File: src/rtl/fetch_unit.sv
// Instruction fetch front end: PC-driven imem reads into a small queue, restart
// flush via epoch tagging, and Backend load/store access. Optional FETCH_STATS_EN.
module fetch_unit #(
  parameter int I_WIDTH  = 13,
  parameter int IA_WIDTH = 10,
  parameter int DEPTH    = 4
) (
  input  logic                clk,
  input  logic                reset_i,
  output logic [I_WIDTH-1:0]  instruction_data_o,
  output logic [IA_WIDTH-1:0] instruction_addr_o,
  output logic                instruction_valid_o,
  input  logic                dequeue_i,
  input  logic                restart_i,
  input  logic [IA_WIDTH-1:0] restart_addr_i,
  input  logic                load_store_valid_i,
  input  logic                store_en_i,
  input  logic [IA_WIDTH-1:0] load_store_addr_i,
  input  logic [I_WIDTH-1:0]  store_data_i,
  output logic [I_WIDTH-1:0]  load_data_o,
  output logic                load_data_valid_o,
  output logic [IA_WIDTH-1:0] imem_addr_o,
  output logic                imem_rd_en_o,
  output logic                imem_wr_en_o,
  output logic [I_WIDTH-1:0]  imem_wr_data_o,
  input  logic [I_WIDTH-1:0]  imem_data_i
`ifdef FETCH_STATS_EN
  ,
  output logic [15:0]         restart_count_o,
  output logic [15:0]         stall_count_o
`endif
);

  localparam int PW = $clog2(DEPTH);

  typedef enum logic {KIND_FETCH, KIND_LOAD} kind_e;

  logic [IA_WIDTH-1:0] pc;
  logic                epoch;
  logic [PW-1:0]       rd_ptr, wr_ptr;
  logic [PW:0]         count;

  logic                pend;
  kind_e               pend_kind;
  logic                pend_epoch;
  logic [IA_WIDTH-1:0] pend_addr;

  logic [I_WIDTH-1:0]  q_data [DEPTH];
  logic [IA_WIDTH-1:0] q_addr [DEPTH];

  logic [IA_WIDTH-1:0] fetch_pc;
  logic [PW+1:0]       occ;
  logic                infl, credit, fetch_go, ls_rd, push, pop;

  always_comb begin
    fetch_pc = restart_i ? restart_addr_i : pc;
    infl     = pend && (pend_kind == KIND_FETCH);
    occ      = (PW+2)'(count) + (PW+2)'(infl);
    // a restart discards both the queue and the returning read, so credit is full
    credit   = restart_i || (occ < (PW+2)'(DEPTH));
    fetch_go = reset_i && !load_store_valid_i && credit;
    ls_rd    = reset_i && load_store_valid_i && !store_en_i;
    push     = infl && (pend_epoch == epoch) && !restart_i;
    pop      = (count != '0) && dequeue_i && !restart_i;
  end

  always_comb begin
    imem_rd_en_o   = fetch_go || ls_rd;
    imem_wr_en_o   = reset_i && load_store_valid_i && store_en_i;
    imem_wr_data_o = imem_wr_en_o ? store_data_i : '0;
    if (!reset_i)
      imem_addr_o = '0;
    else if (load_store_valid_i)
      imem_addr_o = load_store_addr_i;
    else if (fetch_go)
      imem_addr_o = fetch_pc;
    else
      imem_addr_o = '0;

    load_data_valid_o   = pend && (pend_kind == KIND_LOAD);
    load_data_o         = load_data_valid_o ? imem_data_i : '0;
    instruction_valid_o = (count != '0);
    instruction_data_o  = instruction_valid_o ? q_data[rd_ptr] : '0;
    instruction_addr_o  = instruction_valid_o ? q_addr[rd_ptr] : '0;
  end

  always_ff @(posedge clk or negedge reset_i) begin
    if (!reset_i) begin
      pc         <= '0;
      epoch      <= 1'b0;
      rd_ptr     <= '0;
      wr_ptr     <= '0;
      count      <= '0;
      pend       <= 1'b0;
      pend_kind  <= KIND_FETCH;
      pend_epoch <= 1'b0;
      pend_addr  <= '0;
    end else begin
      pend       <= fetch_go || ls_rd;
      pend_kind  <= ls_rd ? KIND_LOAD : KIND_FETCH;
      pend_epoch <= restart_i ? ~epoch : epoch;
      pend_addr  <= fetch_pc;
      if (restart_i) begin
        epoch  <= ~epoch;
        rd_ptr <= '0;
        wr_ptr <= '0;
        count  <= '0;
        pc     <= fetch_go ? restart_addr_i + 1'b1 : restart_addr_i;
      end else begin
        if (fetch_go)
          pc <= pc + 1'b1;
        if (push)
          wr_ptr <= wr_ptr + 1'b1;
        if (pop)
          rd_ptr <= rd_ptr + 1'b1;
        case ({push, pop})
          2'b10:   count <= count + 1'b1;
          2'b01:   count <= count - 1'b1;
          default: count <= count;
        endcase
      end
    end
  end

  always_ff @(posedge clk) begin
    if (push) begin
      q_data[wr_ptr] <= imem_data_i;
      q_addr[wr_ptr] <= pend_addr;
    end
  end

`ifdef FETCH_STATS_EN
  always_ff @(posedge clk or negedge reset_i) begin
    if (!reset_i) begin
      restart_count_o <= '0;
      stall_count_o   <= '0;
    end else begin
      if (restart_i && restart_count_o != '1)
        restart_count_o <= restart_count_o + 1'b1;
      if (!instruction_valid_o && !restart_i && stall_count_o != '1)
        stall_count_o <= stall_count_o + 1'b1;
    end
  end
`endif

endmodule
File: config.mk
export PLATFORM = sky130hd
export DESIGN_NAME = fetch_unit
export DESIGN_NICKNAME = d
export VERILOG_FILES = /design/src/rtl/fetch_unit.sv
export SDC_FILE = /design/constraint.sdc
export NUM_CORES = 1
export LEC_CHECK = 0
export CAP_MARGIN = 20
export CORE_MARGIN = 2
export CORE_UTILIZATION = 46
export DETAILED_ROUTE_END_ITERATION = 6
export GPL_ROUTABILITY_DRIVEN = 0
export PLACE_DENSITY = 0.73
export SLEW_MARGIN = 25
export SYNTH_ARGS = -nofsm -noshare
export SYNTH_HDL_FRONTEND = slang
export SYNTH_SLANG_ARGS = --single-unit
File: constraint.sdc
create_clock -name clk -period 2.85 [get_ports clk]
set_clock_uncertainty 0.15 [all_clocks]
set_input_delay 0.4275 -clock clk [delete_from_list [all_inputs] [get_ports clk]]
set_output_delay 0.4275 -clock clk [all_outputs]
set_load 0.005 [all_outputs]
==> results.toml <==
[die]
die_x_um = 113
die_y_um = 113
die-area_um2 = 12700
rows = 39
core_um2 = 11500
io_pins = 115
initial_core_util = 0.472

[clock_network]
htree_levels = 4
postCtsSetupBuffers = 0
cts.root.buffer_cell = "clkbuf_16"
cts_tree = "done"
cts_made_buffers = 17
cts_num_sinks = 121
clkTransAtPathRegs_ps = 50
cts.path.max_buffers = 2
hold_buffers = 0
insertion_delay_ps = 400

[synth]
ys_top_cells_by_count = "edfxtp_1 (92), and2_1 (43), dfrtp_1 (29)"
ys_top_cells_by_area = "edfxtp_1 (51%), dfrtp_1 (13%), mux4_2 (10%), and2_1 (5.0%), xnor2_1 (2.4%)"
netlist.area_leader.share = 0.510
synth.distinct_cells = 37
ys_async_sr_fraction = 0.240
syn_nets = 407
syn_area_per_cell_um2 = 15.6
synth_edf_count = 92
yosysSeqAreaShare = 0.644
synth_top_area_cell = "edfxtp_1"
synth.most_common_cell = "edfxtp_1"
synth_cells = 348
synth_ff_type = "edfxtp_1"
ys_warn_count = 0
synthesis.area_um2 = 5420
ys_ff_latch = 121

[drt]
dr_total_vias = 3459
dr.pass1.iters = 4
wire_per_inst_um = 18.0
drcViolationCount = 0
ant_nets = 0
wirelength_um = 11600
vias_per_cell = 5.37
drt_first_iter_violations = 140

[timing]
rsz0062_at_grt = "false"
fin_crit_ps = 2730
relSlewSlack = 0.651
worst_slew_pin_slew_ps = 519
finalSetupViolations = 0
fin_hold_ws_ps = 314
fin_crit_sh = 0.959
finalHoldViolCount = 0
final.setup.tns_ps = 0
fmax_mhz = 366
maxSlewViolCount = 0

[pwr]
power_density_nw_per_um2 = 752
ir_drop_uv = 437
p_leak_nw = 2.75

[global_routing]
busiest_layer = "met2"
grt_usage = 0.196
grt_max_degree = 27
grt_util_met1 = 0.240
grt_pass1_vias = 3735
grt_first_pass_wirelength_um = 19000
grtUsageMet2 = 0.340
antenna_found_initial = 0
grt_use_met3 = 0.0653
globalRoute.totalOverflow = 0

[place]
port_buffers = 114
dpl.cell_count = 612
dp_hpwl_um = 7840

[finish]
final_nets = 547
fin_cells = 644
antenna_cells = 0
n_fill_cell = 830
multi_input_area_um2 = 1840
areaGrowthSynthToFinish_pct = 38.8
drive_above_1_share = 0.194
regArea_um2 = 3490

[critical_path]
cp_max_fo = 4
critPathKind = "input pin to primary output"
worstPathArrival_ps = 2160
crit_path_end_kind = "primary output"
startpoint_type = "input pin"
regToRegSetupSlack_ps = 390
worstPathRequired_ps = 2270

[run_status]
status = "finished clean"

[min_path]
holdCritPathClass = "input pin to asynchronous set/reset pin"

[flow_run]
drv_cap = 0
[worst paths after layout]
path	startpoint	end	cells past startpoint
hold reg to reg	pend_addr[0]	q_addr[1][0]	0
min in group clk	pend_addr[0]	q_addr[1][0]	0
hold / removal	reset_i	pc[7]	2
max in group asynchronous	reset_i	rd_ptr[1]	2
setup reg to reg	count[1]	count[2]	8
setup / recovery	load_store_valid_i	imem_addr_o[8]	6
[cell families after synthesis]
kind of cell / after synthesis / share of synthesized area
flip-flops: 121 / 0.644
adder cells (fa/ha/maj): 7 / 0.0176
buffers and inverters: 25 / 0.0201
XOR/XNOR: 21 / 0.0339
AO/OA/AOI/OAI: 19 / 0.0291
multiplexers: 41 / 0.133
AND/OR/NAND/NOR: 114 / 0.122
[routing by layer]
layer  share of wire  vias up  wire (um)
li1                -     1599          -
met1            0.41     1715       4710
met2            0.53      137       6090
met3           0.062        8        719
met4          0.0054        0         63
met5               0        -          0
[cell type report]
cell class / count / share of cell area
repair buffers: 140 / 0.183
clock inverters: 12 / 0.0231
inverters: 6 / 0.00300
multi-input cells: 202 / 0.245
clock buffers: 20 / 0.0581
flip-flops and latches: 121 / 0.464
well taps: 143 / 0.0238
[sequential cells by signal, summed over array words and instances (netlist names)]
signal,cells
pend_kind,1
pend,1
wr_ptr,2
rd_ptr,2
count,3
pc,10
q_data,52
q_addr,40
pend_addr,10
[worst max-delay path, stage by stage]
cell and delay (ps):
clkdlybuf4s50_1 510, and2b_2 240, o311a_4 140, buf_4 150
a22o_1 230, clkdlybuf4s50_1 450
[layout by cell type (no fill, tap or decap), types with 2 or more instances in the layout]
master,count
clkdlybuf4s50_1,113
edfxtp_1,92
and2_1,43
dfrtp_1,27
mux4_2,24
buf_4,23
and3_1,18
clkbuf_16,17
xnor2_1,15
nor2_1,10
nand2_1,9
mux2i_1,9
nor3_1,9
a22o_1,9
mux2_2,8
nand4_1,7
inv_1,6
o21ai_0,6
xor2_1,6
ha_1,6
nand3_1,4
nor4_1,4
bufinv_16,4
clkinv_2,4
clkbuf_1,3
buf_12,3
nand2_2,2
clkinv_4,2
dfrtp_2,2
[per-stage QoR]
step                utilization  area (um^2)  power, mW  setup WS [ps]
finish                    0.656         7520       5.66            117
global route              0.656         7520       5.91           22.9
CTS                       0.654         7500       5.70           5.14
detailed placement        0.600         6880       3.50           32.5
global placement          0.600         6880       3.47           45.7
floorplan                     -         5420       2.80            576
[power by group]
part           leakage, nW  total, mW  internal (mW)  switching (mW)
Clock                0.298       2.19           1.46           0.726
Sequential            1.18       2.10           2.01          0.0894
Combinational         1.27       1.37          0.810           0.556
Total                 2.75       5.66           4.28            1.37
[timing repair]
item	4_1_cts	5_1_grt
endpoints found under the setup margin	1	13
pin swaps	0	0
resized for setup	1	5
(Power assumes the default switching activity.)
